<file path="src/rtl/multicycle_alu.sv">
// Registered ALU between the A/B operand registers and the Z (HI/LO) pair.
// Single-cycle ops finish in one clock; signed mul/div iterate WIDTH steps under start/busy/done.
module multicycle_alu #(
  parameter int WIDTH = 32,
  parameter int SHW   = $clog2(WIDTH)
) (
  input  logic                 clk,
  input  logic                 clear,
  input  logic                 start,
  input  logic [4:0]           opcode,
  input  logic [WIDTH-1:0]     A,
  input  logic [WIDTH-1:0]     B,
  output logic [2*WIDTH-1:0]   C,
  output logic                 busy,
  output logic                 done,
  output logic                 div_by_zero
);

  localparam int CW = $clog2(WIDTH) + 1;

  localparam logic [4:0] OP_LD   = 5'b00000;
  localparam logic [4:0] OP_LDI  = 5'b00001;
  localparam logic [4:0] OP_ST   = 5'b00010;
  localparam logic [4:0] OP_ADD  = 5'b00011;
  localparam logic [4:0] OP_SUB  = 5'b00100;
  localparam logic [4:0] OP_SHR  = 5'b00101;
  localparam logic [4:0] OP_SHL  = 5'b00110;
  localparam logic [4:0] OP_ROR  = 5'b00111;
  localparam logic [4:0] OP_ROL  = 5'b01000;
  localparam logic [4:0] OP_AND  = 5'b01001;
  localparam logic [4:0] OP_OR   = 5'b01010;
  localparam logic [4:0] OP_ADDI = 5'b01011;
  localparam logic [4:0] OP_ANDI = 5'b01100;
  localparam logic [4:0] OP_ORI  = 5'b01101;
  localparam logic [4:0] OP_MUL  = 5'b01110;
  localparam logic [4:0] OP_DIV  = 5'b01111;
  localparam logic [4:0] OP_NEG  = 5'b10000;
  localparam logic [4:0] OP_NOT  = 5'b10001;
  localparam logic [4:0] OP_BR   = 5'b10010;
  localparam logic [4:0] OP_NOP  = 5'b11001;
  localparam logic [4:0] OP_HALT = 5'b11010;

  typedef enum logic [1:0] {IDLE, ITER, FIX} state_t;

  state_t            r_state;
  logic [CW-1:0]     r_cnt;
  logic [WIDTH-1:0]  r_hi;
  logic [WIDTH-1:0]  r_lo;
  logic [WIDTH-1:0]  r_b;
  logic              r_is_div;
  logic              r_qneg;
  logic              r_rneg;
  logic              r_dz;

  logic signed [WIDTH-1:0] w_a_s;
  logic signed [WIDTH-1:0] w_b_s;
  logic [SHW-1:0]          w_shamt;
  logic [2*WIDTH-1:0]      w_ror;
  logic [2*WIDTH-1:0]      w_rol;
  logic [WIDTH-1:0]        w_lo;
  logic                    w_keep;
  logic                    w_multi;
  logic [WIDTH:0]          w_msum;
  logic [WIDTH:0]          w_dshift;
  logic [WIDTH:0]          w_ddiff;

  function automatic logic [WIDTH-1:0] mag(input logic signed [WIDTH-1:0] v);
    return v[WIDTH-1] ? -v : v;
  endfunction

  function automatic logic [WIDTH-1:0] fix_w(input logic [WIDTH-1:0] v, input logic n);
    return n ? -v : v;
  endfunction

  function automatic logic [2*WIDTH-1:0] fix_2w(input logic [2*WIDTH-1:0] v, input logic n);
    return n ? -v : v;
  endfunction

  assign w_a_s   = A;
  assign w_b_s   = B;
  assign w_shamt = B[SHW-1:0];
  // Rotates fall out of shifting the operand concatenated with itself.
  assign w_ror   = {A, A} >> w_shamt;
  assign w_rol   = {A, A} << w_shamt;
  assign w_multi = (opcode == OP_MUL) || (opcode == OP_DIV);

  always_comb begin
    w_lo   = '0;
    w_keep = 1'b0;
    case (opcode)
      OP_LD, OP_LDI, OP_ST, OP_ADD, OP_ADDI: w_lo = A + B;
      OP_SUB:                                w_lo = A - B;
      OP_AND, OP_ANDI:                       w_lo = A & B;
      OP_OR, OP_ORI:                         w_lo = A | B;
      OP_NEG:                                w_lo = -B;
      OP_NOT:                                w_lo = ~B;
      OP_SHR:                                w_lo = A >> w_shamt;
      OP_SHL:                                w_lo = A << w_shamt;
      OP_ROR:                                w_lo = w_ror[WIDTH-1:0];
      OP_ROL:                                w_lo = w_rol[2*WIDTH-1:WIDTH];
      OP_BR, OP_NOP, OP_HALT:                w_keep = 1'b1;
      default:                               w_lo = '0;
    endcase
  end

  // Multiply: {HI,LO} shifts right, multiplier drains out of LO[0].
  // Divide: restoring step, dividend shifts out of LO[MSB], quotient bits shift in.
  assign w_msum   = {1'b0, r_hi} + (r_lo[0] ? {1'b0, r_b} : '0);
  assign w_dshift = {r_hi, r_lo[WIDTH-1]};
  assign w_ddiff  = w_dshift - {1'b0, r_b};

  always_ff @(posedge clk) begin
    if (clear) begin
      r_state     <= IDLE;
      C           <= '0;
      busy        <= 1'b0;
      done        <= 1'b0;
      div_by_zero <= 1'b0;
    end else begin
      done <= 1'b0;
      case (r_state)
        IDLE: begin
          if (start) begin
            div_by_zero <= 1'b0;
            if (w_multi) begin
              busy     <= 1'b1;
              r_is_div <= (opcode == OP_DIV);
              r_cnt    <= CW'(WIDTH);
              r_lo     <= mag(w_a_s);
              r_b      <= mag(w_b_s);
              r_qneg   <= w_a_s[WIDTH-1] ^ w_b_s[WIDTH-1];
              r_rneg   <= w_a_s[WIDTH-1];
              if ((opcode == OP_DIV) && (B == '0)) begin
                r_dz    <= 1'b1;
                r_hi    <= A;
                r_state <= FIX;
              end else begin
                r_dz    <= 1'b0;
                r_hi    <= '0;
                r_state <= ITER;
              end
            end else begin
              done <= 1'b1;
              if (!w_keep) C <= {{WIDTH{1'b0}}, w_lo};
            end
          end
        end
        ITER: begin
          if (r_is_div) begin
            if (!w_ddiff[WIDTH]) begin
              r_hi <= w_ddiff[WIDTH-1:0];
              r_lo <= {r_lo[WIDTH-2:0], 1'b1};
            end else begin
              r_hi <= w_dshift[WIDTH-1:0];
              r_lo <= {r_lo[WIDTH-2:0], 1'b0};
            end
          end else begin
            r_hi <= w_msum[WIDTH:1];
            r_lo <= {w_msum[0], r_lo[WIDTH-1:1]};
          end
          r_cnt <= r_cnt - CW'(1);
          if (r_cnt == CW'(1)) r_state <= FIX;
        end
        FIX: begin
          if (r_dz)
            C <= {r_hi, {WIDTH{1'b1}}};
          else if (r_is_div)
            C <= {fix_w(r_hi, r_rneg), fix_w(r_lo, r_qneg)};
          else
            C <= fix_2w({r_hi, r_lo}, r_qneg);
          done        <= 1'b1;
          busy        <= 1'b0;
          div_by_zero <= r_dz;
          r_state     <= IDLE;
        end
        default: r_state <= IDLE;
      endcase
    end
  end

endmodule

</file>
<file path="config.mk">
export PLATFORM = sky130hd
export DESIGN_NAME = multicycle_alu
export DESIGN_NICKNAME = d
export VERILOG_FILES = /design/src/rtl/multicycle_alu.sv
export SDC_FILE = /design/constraint.sdc
export NUM_CORES = 1
export LEC_CHECK = 0
export CORE_ASPECT_RATIO = 0.9
export CORE_MARGIN = 1.5
export CORE_UTILIZATION = 35
export DETAILED_ROUTE_END_ITERATION = 12
export SYNTH_ARGS = -nofsm -noshare
export SYNTH_HDL_FRONTEND = slang
export SYNTH_SLANG_ARGS = --single-unit
</file>
<file path="constraint.sdc">
create_clock -name clk -period 7.8 [get_ports clk]
set_input_delay 1.17 -clock clk [delete_from_list [all_inputs] [get_ports clk]]
set_output_delay 1.17 -clock clk [all_outputs]
set_load 0.02 [all_outputs]
</file>
==> results of run 1 <==
## worst reg2reg max path, delay by kind of cell (launching register included)
family                   cells  cell delay [ps]
AND/OR/NAND/NOR              5             1080
flip-flops                   1              590
buffers and inverters        2              480
adder cells (fa/ha/maj)      1              460
AO/OA/AOI/OAI                4             1660
## power groups by stage
stage | combinational (uW) | clock [uW] | sequential [uW]
finish | 1030 | 885 | 1030
global route | 1080 | 925 | 1030
CTS | 996 | 900 | 1020
detailed placement | 993 | 0 | 1050
global placement | 997 | 0 | 1050
floorplan | 620 | 0 | 1040
## state kept, by name, indices dropped and copies added, names as in the netlist, 2 cells and up
name and flops:
r_hi 32, r_b 32, C 64, r_lo 32
r_state 2, r_cnt 6
## layer usage
metal  GRT usage (%)  vias up  part of all wire [%]
met3            7.49      205                    12
met2            43.5     1322                    41
met1            43.7    11200                    43
li1                -    10700                     -
met4            10.9        2                   3.6
met5               0        -                0.0099
## worst max-delay path by stage
stage / from / to / cells past startpoint
4_1_cts: B[5] / C[30]$_SDFFE_PP0P_ / 16
2_1_floorplan: opcode[3] / r_state[1]$_SDFFE_PP0P_ / 6
6_report: B[5] / C[30]$_SDFFE_PP0P_ / 16
5_1_grt: B[5] / C[30]$_SDFFE_PP0P_ / 16
3_3_place_gp: B[5] / C[30]$_SDFFE_PP0P_ / 16
3_5_place_dp: B[5] / C[30]$_SDFFE_PP0P_ / 16
## cells in the final DEF, fill, tap and decap left out, types with 20 or more instances in the layout
cell,instances
and2_1,21
o31ai_1,28
o22ai_1,34
nand3_1,47
or3_1,40
a22oi_1,25
a31oi_1,33
mux2_2,39
a221oi_1,24
xor2_1,89
nor3_1,66
nand2b_1,37
xnor2_1,159
a211oi_1,33
edfxtp_1,106
buf_4,74
a21o_1,63
mux4_2,39
o21ai_1,20
o21ai_0,187
clkdlybuf4s50_1,131
nor2b_1,25
a21oi_1,285
or4_1,20
nand2_1,270
nor2_1,302
ha_1,106
dfxtp_1,69
mux2i_1,141
inv_1,88
## Yosys cell counts, types with 34 or more instances
cell type / n
nor2_1: 304
a21oi_1: 286
nand2_1: 270
o21ai_0: 187
clkbuf_1: 184
xnor2_1: 159
mux2i_1: 141
edfxtp_1: 106
ha_1: 106
xor2_1: 89
inv_1: 88
dfxtp_1: 69
nor3_1: 68
a21o_1: 63
nand3_1: 47
or3_1: 40
mux2_2: 39
mux4_2: 39
nand2b_1: 37
o22ai_1: 34
## layout make-up
type / instances / area (um^2)
Clock inverter: 15 / 151
Multi-Input combinational cell: 2419 / 16500
Fill cell: 6562 / 37800
Timing Repair Buffer: 211 / 1900
Inverter: 89 / 334
Sequential cell: 175 / 4560
Tap cell: 845 / 1060
Clock buffer: 17 / 425
Antenna cell: 1 / 2.50
## cells by family after synthesis
kind of cell,after synthesis
simple gates,924
compound gates,919
buf+inv,318
xor+xnor,248
mux,219
flops,175
fa+ha+maj,109
## per-stage QoR
| stage | utilization, % | setup slack (ps) | cell area (um^2) | cells | hold slack (ps) |
|---|---|---|---|---|---|
| 6_report | 39.8 | 1590 | 25000 | 3772 | 448 |
| 5_1_grt | 39.8 | 1330 | 25000 | 3771 | 471 |
| 4_1_cts | 39.8 | 1810 | 25000 | 3771 | 450 |
| 3_5_place_dp | 38.8 | 1280 | 24400 | 3739 | 439 |
| 3_3_place_gp | 38.8 | 1400 | 24400 | 3739 | 432 |
| 2_1_floorplan | - | 481 | 22300 | 2912 | 523 |
==> reports/qor.csv, run 1 <==
metric,value,unit
outcome,finished clean,
leakagePower,0.00938,uW
synthCells,2912,
drc,0,
reg2reg_depth,12,
cp.arrival,6550,ps
max-cap-violations,0,
ys_seq_area_share,20.5,%
initial_core_util,35.4,%
drv_slew,0,
p_comb_share,35.0,%
hold_path_startpoint,C[55]$_SDFFE_PP0P_,
grt_start_max_net_pins,68,
worst_path_largest_cell_delay,690,ps
die_area,0.0651,mm^2
syn_avg_cell_area,7.64,um^2
critical_path_class,in2reg,
cellPowerDensity,118,mW/mm^2
yosysUniqueCellTypes,92,
path_buf_inv,1,
maxSlewHeadroom,15.3,%
pin_count,139,
synth_edf_count,106,
grt.total_usage,30.4,%
synthAdderAreaFrac,6.23,%
dieWidth,269,um
cts.sinks,175,
fin_nets,3094,
rows,87,
ctsHoldBuffers,0,
cts_tree,built,
syn_area,0.0223,mm^2
setup_tns,0,ps
cts-htree-levels,4,
yosys.area.top_type,edfxtp_1,
skew,15.1,ps
rr_endpoint,r_hi[31]$_DFFE_PP_,
rrSetupSlack,3280,ps
finalCritPeriodShare,79.6,%
synth_compound_area_share,26.4,%
ant_nets,0,
tightest_slew,1270,ps
power_frac_seq,34.9,%
core,0.0628,mm^2
p_sw,1120,uW
crit_path_end_kind,flip-flop,
path_clk_slew,80,ps
critPathTopFamily,simple AND/OR/NAND/NOR gates,
drive_gt1_share,8.27,%
grt_pass1_wl,146000,um
synth_fp_nets,3093,
clockBufferDepth,2,
vias_per_cell,6.21,
ir_worst_vdd,0.167,mV
reg2reg_from,r_hi[0]$_DFFE_PP_,
min_to,C[55]$_SDFFE_PP0P_,
fp.dieH,242,um
ys_warn_count,0,
startpoint_type,input port,
vias,23400,
synth-simple-area-share,19.4,%
area_growth,12.2,%
yosysTopAreaCellShare,14.3,%
root_buffer,clkbuf_16,
grt_pass1_vias,21100,
hpwl,76200,um
gp_congestion,1.04,
min_path_type,reg2reg,
cts_resized,0,
path_max_fanout,10,
max_freq,161,MHz
wl_per_cell,26.7,um
post_cts_buffers,0,
muxShareOfSynthArea,12.3,%
worstPathRequired,8140,ps
portBuffers,138,
synthArstFlopShare,0,%
path_cells,"clkdlybuf4s50_1, nor3_1, nand4_1, or3_1, or2_1, or3_1, nand2_1, xor2_1, ha_1, a21o_1, a21oi_1, o21ai_0, a221o_1, a211o_1, a2111oi_0, o21ai_0",
synth_xor_area_share,9.76,%
layout_min_cycle_time,6210,ps
clock_latency,490,ps
synth_area_leaders,"edfxtp_1 (14%), a21oi_1 (6.4%), mux2i_1 (6.3%)",
grt-ovfl-total,0,
antenna_found_initial,2,
synth_top_family_by_area,compound AO/OA/AOI/OAI gates,
intPower,1820,uW
p_sw_share,38.1,%
drt_iter0_markers,3183,
finalPower,2940,uW
crit_slowest_cell,nor3_1,
clock_power_share,30.1,%
worstHoldPathCells,2,
rsz0062_at_grt,false,
cts_made_buffers,17,
setup_viol,0,
synthFlopType,edfxtp_1,
synth_seq_cells,175,
hold_viol,0,
drt_pass1_iterations,6,
wl,101000,um
Power figures use the tool's default switching activity.
==> run 2: changes to the inputs <==
==> constraint.sdc (replaced) <==
create_clock -name clk -period 5.8 [get_ports clk]
set_input_delay 0.87 -clock clk [delete_from_list [all_inputs] [get_ports clk]]
set_output_delay 0.87 -clock clk [all_outputs]
set_load 0.02 [all_outputs]
==> run 2 against run 1 <==
Compared with the run above:
- combinational power grew 38%
- sequential power grew 34%
- clock-buffer cell count grew 4
- routed wire length grew 0.37%
- total power grew 34%
- flip-flop and latch count is the same
- non-clock buffer count grew 52
- critical path type unchanged
- largest power group is now combinational logic
==> reports/qor.csv, run 2 (same netlist as run 1, synthesis figures left out) <==
metric,value,unit
outcome,finished clean,
worstHoldPathCells,2,
layout.cells.non_filler,3825,
pin_count,139,
cts_resized,0,
reg2reg_from,r_lo[0]$_DFFE_PP_,
largest_register_ffs,64,
drv_slew,0,
dp_cells,3791,
initial_core_util,35.4,%
rrSetupSlack,1510,ps
drive_gt1_share,9.87,%
gp_congestion,1.06,
max-cap-violations,0,
max_freq,196,MHz
clockBufferDepth,2,
area_growth,14.0,%
ctsHoldBuffers,0,
whs,446,ps
fin_util,40.4,%
grt.total_usage,30.3,%
grt_pass1_vias,21300,
grt-ovfl-total,0,
min_path_type,reg2reg,
final_cell_mix,"nor2_1 (302), a21oi_1 (285), nand2_1 (270), o21ai_0 (187), xnor2_1 (159)",
worstPathRequired,6130,ps
min_to,C[62]$_SDFFE_PP0P_,
drt_pass1_iterations,6,
root_buffer,clkbuf_16,
rows,87,
clock_latency,470,ps
final_common_cell,nor2_1,
vias_per_cell,6.22,
grt_pass1_wl,146000,um
cts_tree,built,
setup_tns,0,ps
layout_min_cycle_time,5110,ps
cellPowerDensity,156,mW/mm^2
finalCritPeriodShare,88.2,%
maxSlewHeadroom,20.8,%
critical_path_class,in2reg,
vias,23800,
hold_path_startpoint,C[62]$_SDFFE_PP0P_,
ir_worst_vdd,0.230,mV
cp.arrival,5440,ps
antenna_found_initial,4,
hpwl,78300,um
wl,101000,um
drt_iter0_markers,3031,
finalPower,3960,uW
grt_start_max_net_pins,74,
drc,0,
dieWidth,269,um
leakagePower,0.00965,uW
ant_nets,0,
reg2reg_depth,12,
rr_endpoint,r_hi[29]$_DFFE_PP_,
regMostFlops,C,
cts.sinks,175,
cts_made_buffers,17,
fp.dieH,242,um
fin_nets,3146,
crit_path_end_kind,flip-flop,
portBuffers,138,
post_cts_buffers,0,
setup_viol,0,
wl_per_cell,26.4,um
skew,15.1,ps
cts-htree-levels,4,
path_max_fanout,8,
path_clk_slew,80,ps
tightest_slew,1180,ps
startpoint_type,input port,
rsz0062_at_grt,false,
hold_viol,0,
core,0.0628,mm^2
die_area,0.0651,mm^2
## run 2: cell count changes in the layout (fill, tap and decap cells not counted), sizes merged, moves of 3 or more
cell / previous run / this run
buf: 80 / 132
inv: 97 / 92
clkbuf: 17 / 21
clkinv: 4 / 7
## run 2: worst max-delay path by stage
stage	from	cells past startpoint	slack (ps)	end
floorplan	opcode[3]	5	220	r_b[0]$_DFFE_PP_
global route	B[9]	18	410	C[26]$_SDFFE_PP0P_
global placement	opcode[4]	17	400	C[14]$_SDFFE_PP0P_
CTS	B[19]	15	900	C[30]$_SDFFE_PP0P_
detailed placement	B[9]	18	440	C[22]$_SDFFE_PP0P_
finish	opcode[4]	16	690	C[21]$_SDFFE_PP0P_
## run 2: worst max-delay path: stages
cell,delay (ps)
clkdlybuf4s50_1,430
nor2_1,370
nand3_1,300
buf_4,250
a21oi_1,250
ha_1,280
nor2b_1,140
o31a_1,280
o41a_1,370
a21boi_0,440
o21ba_2,340
a211o_1,150
a21oi_1,140
nor4_1,530
buf_4,230
o22ai_1,70
## run 2: layout make-up
cell class	instances	area, um^2
Antenna cell	2	5.00
Clock buffer	21	503
Clock inverter	11	78.8
Fill cell	6633	37400
Inverter	89	334
Multi-Input combinational cell	2419	16500
Sequential cell	175	4560
Tap cell	845	1060
Timing Repair Buffer	263	2300
## run 2: metrics by stage
stage,instance area [um^2],worst slack (ps)
detailed placement,24800,435
CTS,25400,895
global placement,24800,398
finish,25400,687
floorplan,22300,215
global route,25400,413
## run 2: layer usage
layer  track usage, %  vias up  part of all wire, %
met4             12.3        2                  4.3
met2             43.3     1481                   41
met1             43.6    11300                   43
met5                0        -                0.013
met3             6.70      215                   12
li1                 -    10800                    -
## run 2: power by group
| group | switching, uW | total, uW | internal (uW) |
|---|---|---|---|
| Clock | 535 | 1160 | 623 |
| Combinational | 899 | 1420 | 523 |
| Sequential | 33.1 | 1380 | 1340 |
